==> config.mk <==
export PLATFORM = sky130hd
export DESIGN_NAME = uart_tx_arbiter
export DESIGN_NICKNAME = d
export VERILOG_FILES = /design/src/rtl/uart_arb_pkg.sv /design/src/rtl/uart_tx_arbiter_rr_pick.sv /design/src/rtl/uart_tx_arbiter.sv
export SDC_FILE = /design/constraint.sdc
export NUM_CORES = 1
export LEC_CHECK = 0
export CAP_MARGIN = 10
export CORE_MARGIN = 3
export CORE_UTILIZATION = 47
export CTS_CLUSTER_DIAMETER = 60
export CTS_CLUSTER_SIZE = 8
export DETAILED_ROUTE_END_ITERATION = 7
export PLACE_DENSITY = 0.81
export SLEW_MARGIN = 0
export SYNTH_ARGS = -nofsm -noshare
export SYNTH_HDL_FRONTEND = slang
export SYNTH_SLANG_ARGS = --single-unit
==> constraint.sdc <==
create_clock -name clock -period 3.4 [get_ports clock]
set_input_delay 0.51 -clock clock [delete_from_list [all_inputs] [get_ports clock]]
set_output_delay 0.51 -clock clock [all_outputs]
set_load 0.01 [all_outputs]
==> src/rtl/uart_arb_pkg.sv <==
// Shared types and constants for the UART TX arbiter slice.
package uart_arb_pkg;

    localparam int UART_BYTE_W = 8;
    localparam int MAX_REQ     = 8;

    typedef enum logic [0:0] {
        IDLE = 1'b0,
        XFER = 1'b1
    } arb_state_t;

endpackage : uart_arb_pkg

==> src/rtl/uart_tx_arbiter_rr_pick.sv <==
// Combinational round-robin picker: first requester after last_owner, wrapping.
module rr_pick
    import uart_arb_pkg::*;
#(
    parameter  int NUM_REQ = 4,
    localparam int IDX_W   = $clog2(NUM_REQ)
) (
    input  logic [NUM_REQ-1:0] req,
    input  logic [IDX_W-1:0]   last_owner,
    output logic               any,
    output logic [IDX_W-1:0]   winner,
    output logic [NUM_REQ-1:0] winner_oh
);

    int               sum;
    logic [IDX_W-1:0] idx;

    always_comb begin
        any       = 1'b0;
        winner    = '0;
        winner_oh = '0;
        sum       = 0;
        idx       = '0;
        for (int k = 1; k <= NUM_REQ; k++) begin
            sum = int'(last_owner) + k;
            if (sum >= NUM_REQ) sum = sum - NUM_REQ;
            idx = IDX_W'(sum);
            if (!any && req[idx]) begin
                any            = 1'b1;
                winner         = idx;
                winner_oh[idx] = 1'b1;
            end
        end
    end

endmodule : rr_pick

==> src/rtl/uart_tx_arbiter.sv <==
// Round-robin, packet-locked arbiter sharing one UART TX byte port among NUM_REQ sources.
//  state | meaning
//  IDLE  | no owner; pick next requester round-robin from last_owner
//  XFER  | owner locked; bytes pass straight through until req_last or stall timeout
module uart_tx_arbiter
    import uart_arb_pkg::*;
#(
    parameter int NUM_REQ       = 4,
    parameter int STALL_TIMEOUT = 4096
) (
    input  logic                           clock,
    input  logic                           reset,
    input  logic [NUM_REQ-1:0]             req_valid,
    input  logic [UART_BYTE_W*NUM_REQ-1:0] req_data,
    input  logic [NUM_REQ-1:0]             req_last,
    output logic [NUM_REQ-1:0]             req_ready,
    output logic                           tx_valid,
    output logic [UART_BYTE_W-1:0]         tx_data,
    input  logic                           tx_ready,
    output logic [NUM_REQ-1:0]             grant,
    output logic                           stall_timeout
);

    localparam int IDX_W     = $clog2(NUM_REQ);
    localparam int CNT_W     = (STALL_TIMEOUT > 0) ? $clog2(STALL_TIMEOUT + 1) : 1;
    localparam int TO_LAST_I = (STALL_TIMEOUT > 0) ? STALL_TIMEOUT - 1 : 0;
    localparam logic [CNT_W-1:0] TO_LAST = CNT_W'(TO_LAST_I);

    arb_state_t             state_q, state_d;
    logic [NUM_REQ-1:0]     grant_q, grant_d;
    logic [IDX_W-1:0]       owner_q, owner_d;
    logic [IDX_W-1:0]       last_owner_q, last_owner_d;
    logic [CNT_W-1:0]       cnt_q, cnt_d;
    logic                   stall_q, stall_d;

    logic                   pick_any;
    logic [IDX_W-1:0]       pick_idx;
    logic [NUM_REQ-1:0]     pick_oh;

    logic [NUM_REQ-1:0][UART_BYTE_W-1:0] data_arr;
    logic                   own_valid;
    logic                   own_last;

    assign data_arr  = req_data;
    assign own_valid = req_valid[owner_q];
    assign own_last  = req_last[owner_q];

    rr_pick #(.NUM_REQ(NUM_REQ)) u_pick (
        .req        (req_valid),
        .last_owner (last_owner_q),
        .any        (pick_any),
        .winner     (pick_idx),
        .winner_oh  (pick_oh)
    );

    always_ff @(posedge clock or negedge reset) begin
        if (!reset) begin
            state_q      <= IDLE;
            grant_q      <= '0;
            owner_q      <= '0;
            last_owner_q <= IDX_W'(NUM_REQ - 1);
            cnt_q        <= '0;
            stall_q      <= 1'b0;
        end else begin
            state_q      <= state_d;
            grant_q      <= grant_d;
            owner_q      <= owner_d;
            last_owner_q <= last_owner_d;
            cnt_q        <= cnt_d;
            stall_q      <= stall_d;
        end
    end

    always_comb begin
        state_d      = state_q;
        grant_d      = grant_q;
        owner_d      = owner_q;
        last_owner_d = last_owner_q;
        cnt_d        = cnt_q;
        stall_d      = 1'b0;
        case (state_q)
            IDLE: begin
                if (pick_any) begin
                    grant_d = pick_oh;
                    owner_d = pick_idx;
                    cnt_d   = '0;
                    state_d = XFER;
                end
            end
            XFER: begin
                if (own_valid) begin
                    // A byte on offer always resets the stall count.
                    cnt_d = '0;
                    if (tx_ready && own_last) begin
                        grant_d      = '0;
                        last_owner_d = owner_q;
                        state_d      = IDLE;
                    end
                end else if (STALL_TIMEOUT != 0 && cnt_q == TO_LAST) begin
                    stall_d      = 1'b1;
                    grant_d      = '0;
                    last_owner_d = owner_q;
                    state_d      = IDLE;
                end else if (cnt_q != {CNT_W{1'b1}}) begin
                    cnt_d = cnt_q + 1'b1;
                end
            end
            default: state_d = IDLE;
        endcase
    end

    always_comb begin
        tx_valid  = 1'b0;
        tx_data   = '0;
        req_ready = '0;
        if (state_q == XFER) begin
            tx_valid  = own_valid;
            tx_data   = data_arr[owner_q];
            req_ready = grant_q & {NUM_REQ{tx_ready}};
        end
    end

    assign grant         = grant_q;
    assign stall_timeout = stall_q;

endmodule : uart_tx_arbiter

==> qor.csv <==
stage;metric;value;unit
power_and_ir_drop;Sw Ratio;41.1;%
synthesis;synth top area cells;dfrtp_1, mux4_2, ha_1, and2_1, o21ai_0;
die;core area;0.00377;mm²
synthesis;Distinct cells, synth;46;
grt;met3 usage;4.49;%
placed_design;area post-placement;0.00250;mm²
synthesis;synthesized area;0.00190;mm²
grt;vias in the first global route;1636;
clock_tree;Post-CTS Hold Buffers;0;
detailed_routing;DRT Wirelength;4770;µm
timing;Slew @ Worst Pin;1.02;ns
detailed_routing;routed vias/inst;5.98;
die;Die Ht;69.6;µm
placed_design;post-DP HPWL;3650;µm
clock_tree;root buf cell;clkbuf_8;
clock_tree;H-Tree Depth;1;
timing;Final Cycle Share;86.3;%
synthesis;sequential area share after synthesis;30.4;%
power_and_ir_drop;clock network power share;9.1;%
timing;Hold Slack;0.482;ns
clock_tree;TritonCTS buffer count;3;
final_layout;Layout area overhead;34.1;%
detailed_routing;detailed-route via count;1727;
die;die area;0.00484;mm²
grt;initial antenna violation count;0;
grt;M2 GR Usage;31.8;%
placed_design;IO buf count;60;
die;starting density of the core;50.4;%
detailed_routing;routed len/inst;16.5;µm
power_and_ir_drop;PwrDens;718;mW/mm²
final_layout;sequential standard cell area;578;µm²
worst_hold_path;min-delay worst type;reg -> reg;
worst_setup_path;crit path cell chain;inv_1, ha_1, mux4_2, nor4_4, nand2b_1, a41oi_2, nor2_1;
placed_design;GPL Wtd Cong;0.880;
final_layout;nets;294;
worst_setup_path;CP Data Arrival Time;3.09;ns
synthesis;Synth Instances;187;
synthesis;cell taking the most area after synthesis;dfrtp_1;
grt;pin count of the biggest net entering global routing;24;
final_layout;filler cell count;294;
timing;Setup TNS;0;ns
power_and_ir_drop;Net Sw Power;751;µW
flow_run;max-cap violations;0;
synthesis;top cell type's share of synthesized area;27.7;%
synthesis;fraction of registers with async set/reset;100;%
worst_setup_path;Critical Setup Path Class;reg -> reg;
grt;first-pass GRT wire length;8070;µm
worst_setup_path;worst-path fanout max;16;
final_layout;Multi-input gate area;0.00124;mm²
die;IO Pins;61;
detailed_routing;remaining antenna violation count;0;
timing;final hold vios;0;
grt;grt peak-use layer;met2;
worst_setup_path;Buf+Inv Stages, Crit Path;1;
clock_tree;Setup Buffers After CTS;0;
synthesis;Syn Nets;239;
status;status;finished clean;
power_and_ir_drop;Leak;0.993;nW
worst_setup_path;max incr delay on CP;0.75;ns
die;DIE WIDTH;69.6;µm
synthesis;Post-synth EDFFs;0;
power_and_ir_drop;Reg power frac;28.0;%
power_and_ir_drop;VDD IR max;0.427;mV
timing;minimum clock period;2.94;ns
detailed_routing;TritonRoute pass-1 iters;4;
power_and_ir_drop;Pint;1.08;mW
detailed_routing;number of DRC markers in iteration 0;75;
timing;RSZ-0062 raised after global routing;no;
final_layout;ANT cells;0;
timing;clk_skew;0.00345;ns
synthesis;synthesis warning total;0;
worst_setup_path;slowest CP cell;dfstp_2;
final_layout;layout cells sized above 1;12.0;%
clock_tree;Clock Latency Late Sink;0.26;ns
grt;global-route usage over all layers;20.2;%
clock_tree;cts repair resizes;0;
clock_tree;worst-case clock buffer depth;2;
power_and_ir_drop;Comb pwr share;63.0;%
final_layout;Layout Cells excl Fill;289;
clock_tree;Sinks on Clock Net;23;
synthesis;syn_area_per_cell;10.2;µm²
placed_design;Cells after DPL;285;
worst_setup_path;family with the most delay on the worst path;flip-flops;
worst_setup_path;kind of end point of the critical path;flop;
timing;final setup vio count;0;
die;row count;22;
grt;grt ovf;0;
worst_setup_path;Worst Path Required;3.56;ns
worst_setup_path;Startpoint Class;flop;
timing;f_max;341;MHz
grt;GR Util met1;29.3;%
timing;Slew headroom;31.8;%
detailed_routing;Post-route DRC;0;
timing;Final Slew Violations;0;
final_layout;Final Cell Area;0.00255;mm²
clock_tree;Clock transition at path regs;0.08;ns
synthesis;Seq cells post-synth;23;
synthesis;main flop type after synthesis;dfrtp_1;
clock_tree;CTS tree;yes;
flip-flops by register name (all words and copies together) (netlist names):
signal         count
state_q            1
last_owner_q       2
grant              4
stall_timeout      1
owner_q            2
cnt_q             13
path summary, 6_finish.rpt:
kind / cells after the start / slack, ns / endpoint / from
worst max-delay path: 7 / 0.46 / cnt_q[6] / last_owner_q[0]
worst min-delay path: 1 / 0.48 / stall_timeout / cnt_q[12]
worst max register to register: 7 / 0.46 / cnt_q[6] / last_owner_q[0]
worst min register to register: 1 / 0.48 / stall_timeout / cnt_q[12]
max in group asynchronous: 1 / 1.98 / stall_timeout / reset
min in group asynchronous: 1 / 0.80 / cnt_q[4] / reset
worst reg2reg max path, stage by stage, from the launching register on:
cell	delay (ns)
dfstp_2	0.75
inv_1	0.18
ha_1	0.46
mux4_2	0.49
nor4_4	0.35
nand2b_1	0.29
a41oi_2	0.26
nor2_1	0.07
cell usage in the layout, fill, tap and decap left out, types with 2 or more instances in the layout:
master	count
a21oi_1	6
a221oi_1	4
a22o_1	5
a31oi_1	6
and2_1	12
and3_1	5
clkbuf_8	3
clkdlybuf4s50_1	60
dfrtp_1	21
dfstp_2	2
ha_1	9
inv_1	7
mux2_2	4
mux4_2	13
nand2_1	11
nand2b_1	3
nand3_1	7
nand4_1	2
nor2_1	12
nor2b_1	4
nor3_1	3
nor4_1	2
o21ai_0	14
o22ai_1	2
o31a_1	2
o31ai_1	2
power groups by stage:
stage	combinational (mW)	sequential (mW)	clock [mW]
after floorplan	0.883	0.418	0
after global placement	1.13	0.511	0
after detailed placement	1.14	0.518	0
after CTS	1.15	0.513	0.171
after global routing	1.25	0.536	0.184
final	1.15	0.512	0.166
synth_stat cells, types with 2 or more instances:
master / count
nand2_1: 11
dfstp_2: 2
nand2b_1: 3
o31ai_1: 2
a22o_1: 5
nor2_1: 12
dfrtp_1: 21
o22ai_1: 2
a21oi_1: 6
ha_1: 9
buf_2: 4
clkbuf_1: 4
nor2b_1: 4
and2_1: 12
nand4_1: 2
a221oi_1: 4
o21ai_0: 14
nor3_1: 3
and3_1: 5
a31oi_1: 6
mux2_2: 4
nor4_1: 2
buf_6: 2
inv_1: 7
nand3_1: 7
o31a_1: 2
mux4_2: 13
stage by stage:
| step | utilization (%) | power (mW) | worst slack, ns |
|---|---|---|---|
| after floorplan | - | 1.30 | 0.726 |
| after global placement | 66.4 | 1.65 | 0.586 |
| after detailed placement | 66.4 | 1.66 | 0.488 |
| after CTS | 67.6 | 1.83 | 0.468 |
| after global routing | 67.6 | 1.98 | 0.269 |
| final | 67.6 | 1.83 | 0.465 |
cell families (layout without fill, tap and decap cells):
logic type | after synthesis | after routing | synth area share [%]
buf+inv | 17 | 71 | 4.41
flops | 23 | 23 | 30.4
fa+ha+maj | 9 | 9 | 5.93
mux | 19 | 19 | 19.7
compound gates | 49 | 49 | 18.1
xor+xnor | 1 | 1 | 0.461
simple gates | 69 | 69 | 21.0
metal layers:
metal  wire (µm)  vias to the layer above  part of all wire (%)
met5           0                        -                     0
met4          17                        0                  0.36
met3         319                        2                   6.7
met2        2050                       81                    43
met1        2390                      814                    50
li1            -                      830                     -
layout make-up:
type | count | area share (%)
Clock buffer | 4 | 1.77
Timing Repair Buffer | 60 | 23.6
Inverter | 7 | 1.03
Sequential cell | 23 | 22.7
Tap cell | 48 | 2.36
Multi-Input combinational cell | 147 | 48.6
(Power assumes the default switching activity.)
==> variant 1, RTL diff (config.mk and constraints unchanged) <==
Set the parameter `STALL_TIMEOUT` to 8192 (it was 4096).
--- a/src/rtl/uart_tx_arbiter.sv
+++ b/src/rtl/uart_tx_arbiter.sv
@@ -7,5 +7,5 @@
 #(
     parameter int NUM_REQ       = 4,
-    parameter int STALL_TIMEOUT = 4096
+    parameter int STALL_TIMEOUT = 8192
 ) (
     input  logic                           clock,
Formal check against the unedited RTL: same outputs for any inputs over 10 cycles, from zero or initial values and one cycle with reset low; that may be too few to reach the edited logic, so the function may still have changed.
==> variant 1 against the unedited design <==
Power up 0.90%. First-iteration DRC count rose to 2.9 times the old value. Synthesized cell count up 4.8%. Sequential power down 10%. Synthesized area up 4.6%. Cell area up 3.4%. Clock power up 16%. Non-clock buffer count up 2. Sequential cell count up 1. Routed wire length up 0.29%. Worst setup slack worse by 0.086 ns. Clock skew up 0.0037 ns. Largest power group unchanged.
==> variant 1: results (changes against the unedited design) <==
| Metric | Value |
|---|---|
| Leakage | `1.067 nW (+7.5%)` |
| Post-DP HPWL | `3.705 mm (+1.5%)` |
| FILL cells | `335 (+14%)` |
| Status | `finished clean` |
| Worst-path maximum fanout | `11 (-5)` |
| Synth top cells by count | `22 x dfrtp_1, 16 x o21ai_0, 11 x a21oi_1, 11 x and2_1, 11 x nor2_1` |
| Post-Syn Nets | `248 (+3.8%)` |
| Final min period | `3.021 ns (+0.08598 ns)` |
| DP Cell Count | `296 (+3.9%)` |
| Worst VDD drop | `515.5 uV (+21%)` |
| Worst reg2reg startpoint | `last_owner_q[1]$_DFFE_PN1P_` |
| WHS | `0.5056 ns (+0.02322 ns)` |
| Synth cell types | `43 (-6.5%)` |
| Gp weighted congestion | `0.8245 (-6.3%)` |
| Register area share after synthesis | `30.35% (-0.082 points)` |
| Max reg flops | `14 (+1)` |
| Share of cells above drive strength 1 | `11.60% (-0.43 points)` |
| Top post-synthesis cells by area | `dfrtp_1 28%, mux4_2 11%, ha_1 5.7%` |
| Via count | `1853 (+7.3%)` |
| Critical path arrival | `3.16 ns (+0.07 ns)` |
| Reg2reg setup slack | `0.38 ns (-0.09 ns)` |
| Number of global-route vias before repair | `1828 (+12%)` |
| Worst hold path startpoint | `cnt_q[9]$_DFFE_PN0P_` |
| First-pass GRT wire length | `8.142 mm (+0.94%)` |
| Placed inst area | `2580 um2 (+3.1%)` |
| Max stage delay on crit path | `0.65 ns (-0.10 ns)` |
| Max Clock Skew | `0.007153 ns (+0.003699 ns)` |
| Setup WS pre-CTS | `0.3175 ns (-0.1710 ns)` |
| Vias/cell | `6.177 (+3.4%)` |
| Routed WL | `4.786 mm (+0.29%)` |
| Hold EP | `cnt_q[9]$_DFFE_PN0P_` |
| Initial DRC Count | `217 (+190%)` |
[variant 1: report_power, final]
group	switching [W]	internal [W]
Sequential	0.000115	0.000344
Clock	0.0000881	0.000104
Combinational	0.000539	0.000655
[variant 1: final cells by class]
class,count,area [um2],area share (%)
Multi-Input combinational cell,154,1276,48.43
Timing Repair Buffer,62,615.6,23.36
Sequential cell,24,603.1,22.89
Tap cell,50,62.56,2.374
Clock buffer,4,55.05,2.089
Inverter,6,22.52,0.8547
[variant 1: cells by family (layout without fill, tap and decap cells)]
kind of cell    count (synthesis)  in the layout  synth area share [%]
compound gates                 54             54                 17.88
flops                          24             24                 30.35
buf+inv                        18             72                 5.415
simple gates                   70             70                 19.96
xor+xnor                        1              1                0.4409
mux                            20             20                 20.28
fa+ha+maj                       9              9                 5.668
[variant 1: routing by layer]
layer  up-vias  global-route usage [%]  routed length (um)
li1        872                       -                   -
met1       885                   26.04                1983
met2        91                   31.51                2323
met3         5                   6.250                 422
met4         0                   7.307                  57
met5         -                       0                   0
==> variant 2, RTL diff (same settings) <==
Made on the original files. Put one more register stage on the output `stall_timeout`. The value now appears one clock later. The other outputs are not delayed to match.
--- a/src/rtl/uart_tx_arbiter.sv
+++ b/src/rtl/uart_tx_arbiter.sv
@@ -122,5 +122,7 @@
 
     assign grant         = grant_q;
-    assign stall_timeout = stall_q;
+    always_ff @(posedge clock) begin
+        stall_timeout <= stall_q;
+    end
 
 endmodule : uart_tx_arbiter
Behaviour: no difference found for any inputs over 10 cycles, from zero or initial values and one cycle with reset low; that may be too few to reach the edited logic, so the function may still have changed.
==> variant 2 against the unedited design <==
Utilization is 1.0 points higher. Cell area is 0.79% higher. Worst setup slack worse by 0.0091 ns. Routed wire length is 5.9% lower. Count of clock-buffer cells in the layout is 1 lower. Power is 5.3% higher. Sequential cell count is 1 higher. Die area is 1.1% lower. Clock power is 53% higher. Critical path depth stayed put. Synthesized area is 1.2% lower. Critical endpoint is now cnt_q[7]$_DFFE_PN0P_. Largest cell class unchanged. Highest routed layer unchanged.
==> variant 2: results (changes against the unedited design) <==
| Metric | Value |
|---|---|
| Status | `finished clean` |
| Gp weighted congestion | `0.9269 (+5.3%)` |
| Clock-pin slew on the worst setup and hold paths | `~0.090 ns` |
| Largest net degree at the start of global routing | `24 (unchanged)` |
| Max stage delay on crit path | `0.75 ns (about the same)` |
| H-tree levels | `1 (unchanged)` |
| Initial antenna violation count | `0 (unchanged)` |
| Number of global-route vias before repair | `1709 (+4.5%)` |
| FILL cells | `312 (+6.1%)` |
| Hold buffers post-CTS | `0 (unchanged)` |
| Post-DP HPWL | `3.468 mm (-5.0%)` |
| First-pass GRT wire length | `7.866 mm (-2.5%)` |
| CTS max path bufs | `2 (unchanged)` |
| Max Clock Skew | `0.003069 ns (-0.0003849 ns)` |
| Worst-path maximum fanout | `17 (+1)` |
| Worst hold path class | `flip-flop to flip-flop` |
| Router iterations before antenna repair | `4 (unchanged)` |
| Synth top cells by count | `21 x dfrtp_1, 18 x o21ai_0, 13 x and2_1, 12 x mux4_2, 9 x ha_1` |
| Post-CTS setup buffer count | `0 (unchanged)` |
| Cts bufs inserted | `3 (unchanged)` |
| Initial DRC Count | `123 (+64%)` |
| Critical path arrival | `3.11 ns (+0.02 ns)` |
| Clk_lat worst skew | `around 0.27 ns` |
| Setup WS pre-CTS | `0.4699 ns (-0.01857 ns)` |
| Worst VDD drop | `405.2 uV (-5.0%)` |
| Slew HR | `33.05% (+1.3 points)` |
| Leakage | `1.026 nW (+3.3%)` |
| Port Buffers | `60 (unchanged)` |
| Register area share after synthesis | `31.87% (+1.4 points)` |
| Post-Syn Nets | `236 (-1.3%)` |
| Post-cts resize count | `0 (unchanged)` |
| Synth cell types | `46 (unchanged)` |
| Max reg flops | `13 (unchanged)` |
| Top post-synthesis cells by area | `dfrtp_1 28%, mux4_2 14%, ha_1 6.0%` |
| Number of diodes | `0 (unchanged)` |
| Vias/cell | `5.997 (+0.35%)` |
| Final net count | `291 (-1.0%)` |
| Routed WL | `4.489 mm (-5.9%)` |
| Placed inst area | `2496 um2 (-0.25%)` |
| Reg with most FFs | `cnt_q` |
| Total global-route track usage | `19.71% (-0.50 points)` |
| Clk root buf | `clkbuf_8` |
| Yosys warnings | `0 (unchanged)` |
| Slowest stage cell on the critical path | `dfstp_2` |
| Share of cells above drive strength 1 | `10.92% (-1.1 points)` |
| Ys async rst share | `95.83% (-4.2 points)` |
[variant 2: cell types whose count changed in the layout (fill, tap and decap cells not counted), sizes merged, moves of 3 or more]
| cell | delta |
|---|---|
| a31oi | -3 |
| o21ai | +6 |
| nor2 | -4 |
| nand2 | -5 |
[variant 2: cell families (layout without fill, tap and decap cells)]
kind of cell | count (synthesis) | after routing | synth area share, %
xor gates and xnor gates | 1 | 1 | 0.4668
DFF | 24 | 24 | 31.87
muxes | 19 | 19 | 20.13
AOI/OAI and AO/OA | 53 | 53 | 18.40
and+or+nand+nor | 61 | 61 | 19.33
adders and majority gates | 9 | 9 | 6.000
buffers and inverters | 17 | 71 | 3.800
[variant 2: routing by layer]
metal  wire (um)  global-route usage, %  vias to the layer above
met5           0                      0                        -
met4          55                  7.592                        0
met3         365                  4.493                        5
li1            -                      -                      820
met1        1902                  25.77                      814
met2        2165                  31.78                       76
[variant 2: worst max-delay path: cells and delay by family, from the launching register on]
family / cells / cell delay (ns)
adders and majority gates: 1 / 0.44
buffers and inverters: 1 / 0.16
AOI/OAI and AO/OA: 1 / 0.18
muxes: 1 / 0.53
DFF: 1 / 0.75
and+or+nand+nor: 3 / 0.77
[variant 2: final timing paths]
path / slack, ns / to / start / cells past startpoint
setup / recovery: 0.46 / cnt_q[7]$_DFFE_PN0P_ / last_owner_q[0]$_DFFE_PN1P_ / 7
hold / removal: 0.35 / stall_timeout$_DFF_P_ / stall_q$_DFF_PN0_ / 0
setup reg to reg: 0.46 / cnt_q[7]$_DFFE_PN0P_ / last_owner_q[0]$_DFFE_PN1P_ / 7
hold reg to reg: 0.35 / stall_timeout$_DFF_P_ / stall_q$_DFF_PN0_ / 0
max in group asynchronous: 2.01 / cnt_q[3]$_DFFE_PN0P_ / reset / 1
min in group asynchronous: 0.78 / cnt_q[8]$_DFFE_PN0P_ / reset / 1
[variant 2: report_power, final]
group / internal (W) / total (W) / switching [W]
combinational: 0.000658 / 0.00117 / 0.000510
sequential: 0.000349 / 0.000503 / 0.000154
clock: 0.000158 / 0.000254 / 0.0000961
total: 0.00116 / 0.00193 / 0.000760
[variant 2: area by class of cell]
class | instances | area, um2 | area share (%)
Sequential cell | 24 | 598.1 | 23.29
Tap cell | 48 | 60.06 | 2.339
Multi-Input combinational cell | 143 | 1207 | 47.03
Clock buffer | 3 | 41.29 | 1.608
Inverter | 6 | 22.52 | 0.8772
Clock inverter | 1 | 30.03 | 1.170
Timing Repair Buffer | 61 | 608.1 | 23.68
[variant 2: metrics by stage]
step	instances	hold WS (ns)
floorplan	184	0.2144
global placement	282	0.3247
detailed placement	282	0.3335
CTS	286	0.3551
global route	286	0.3689
finish	286	0.3505
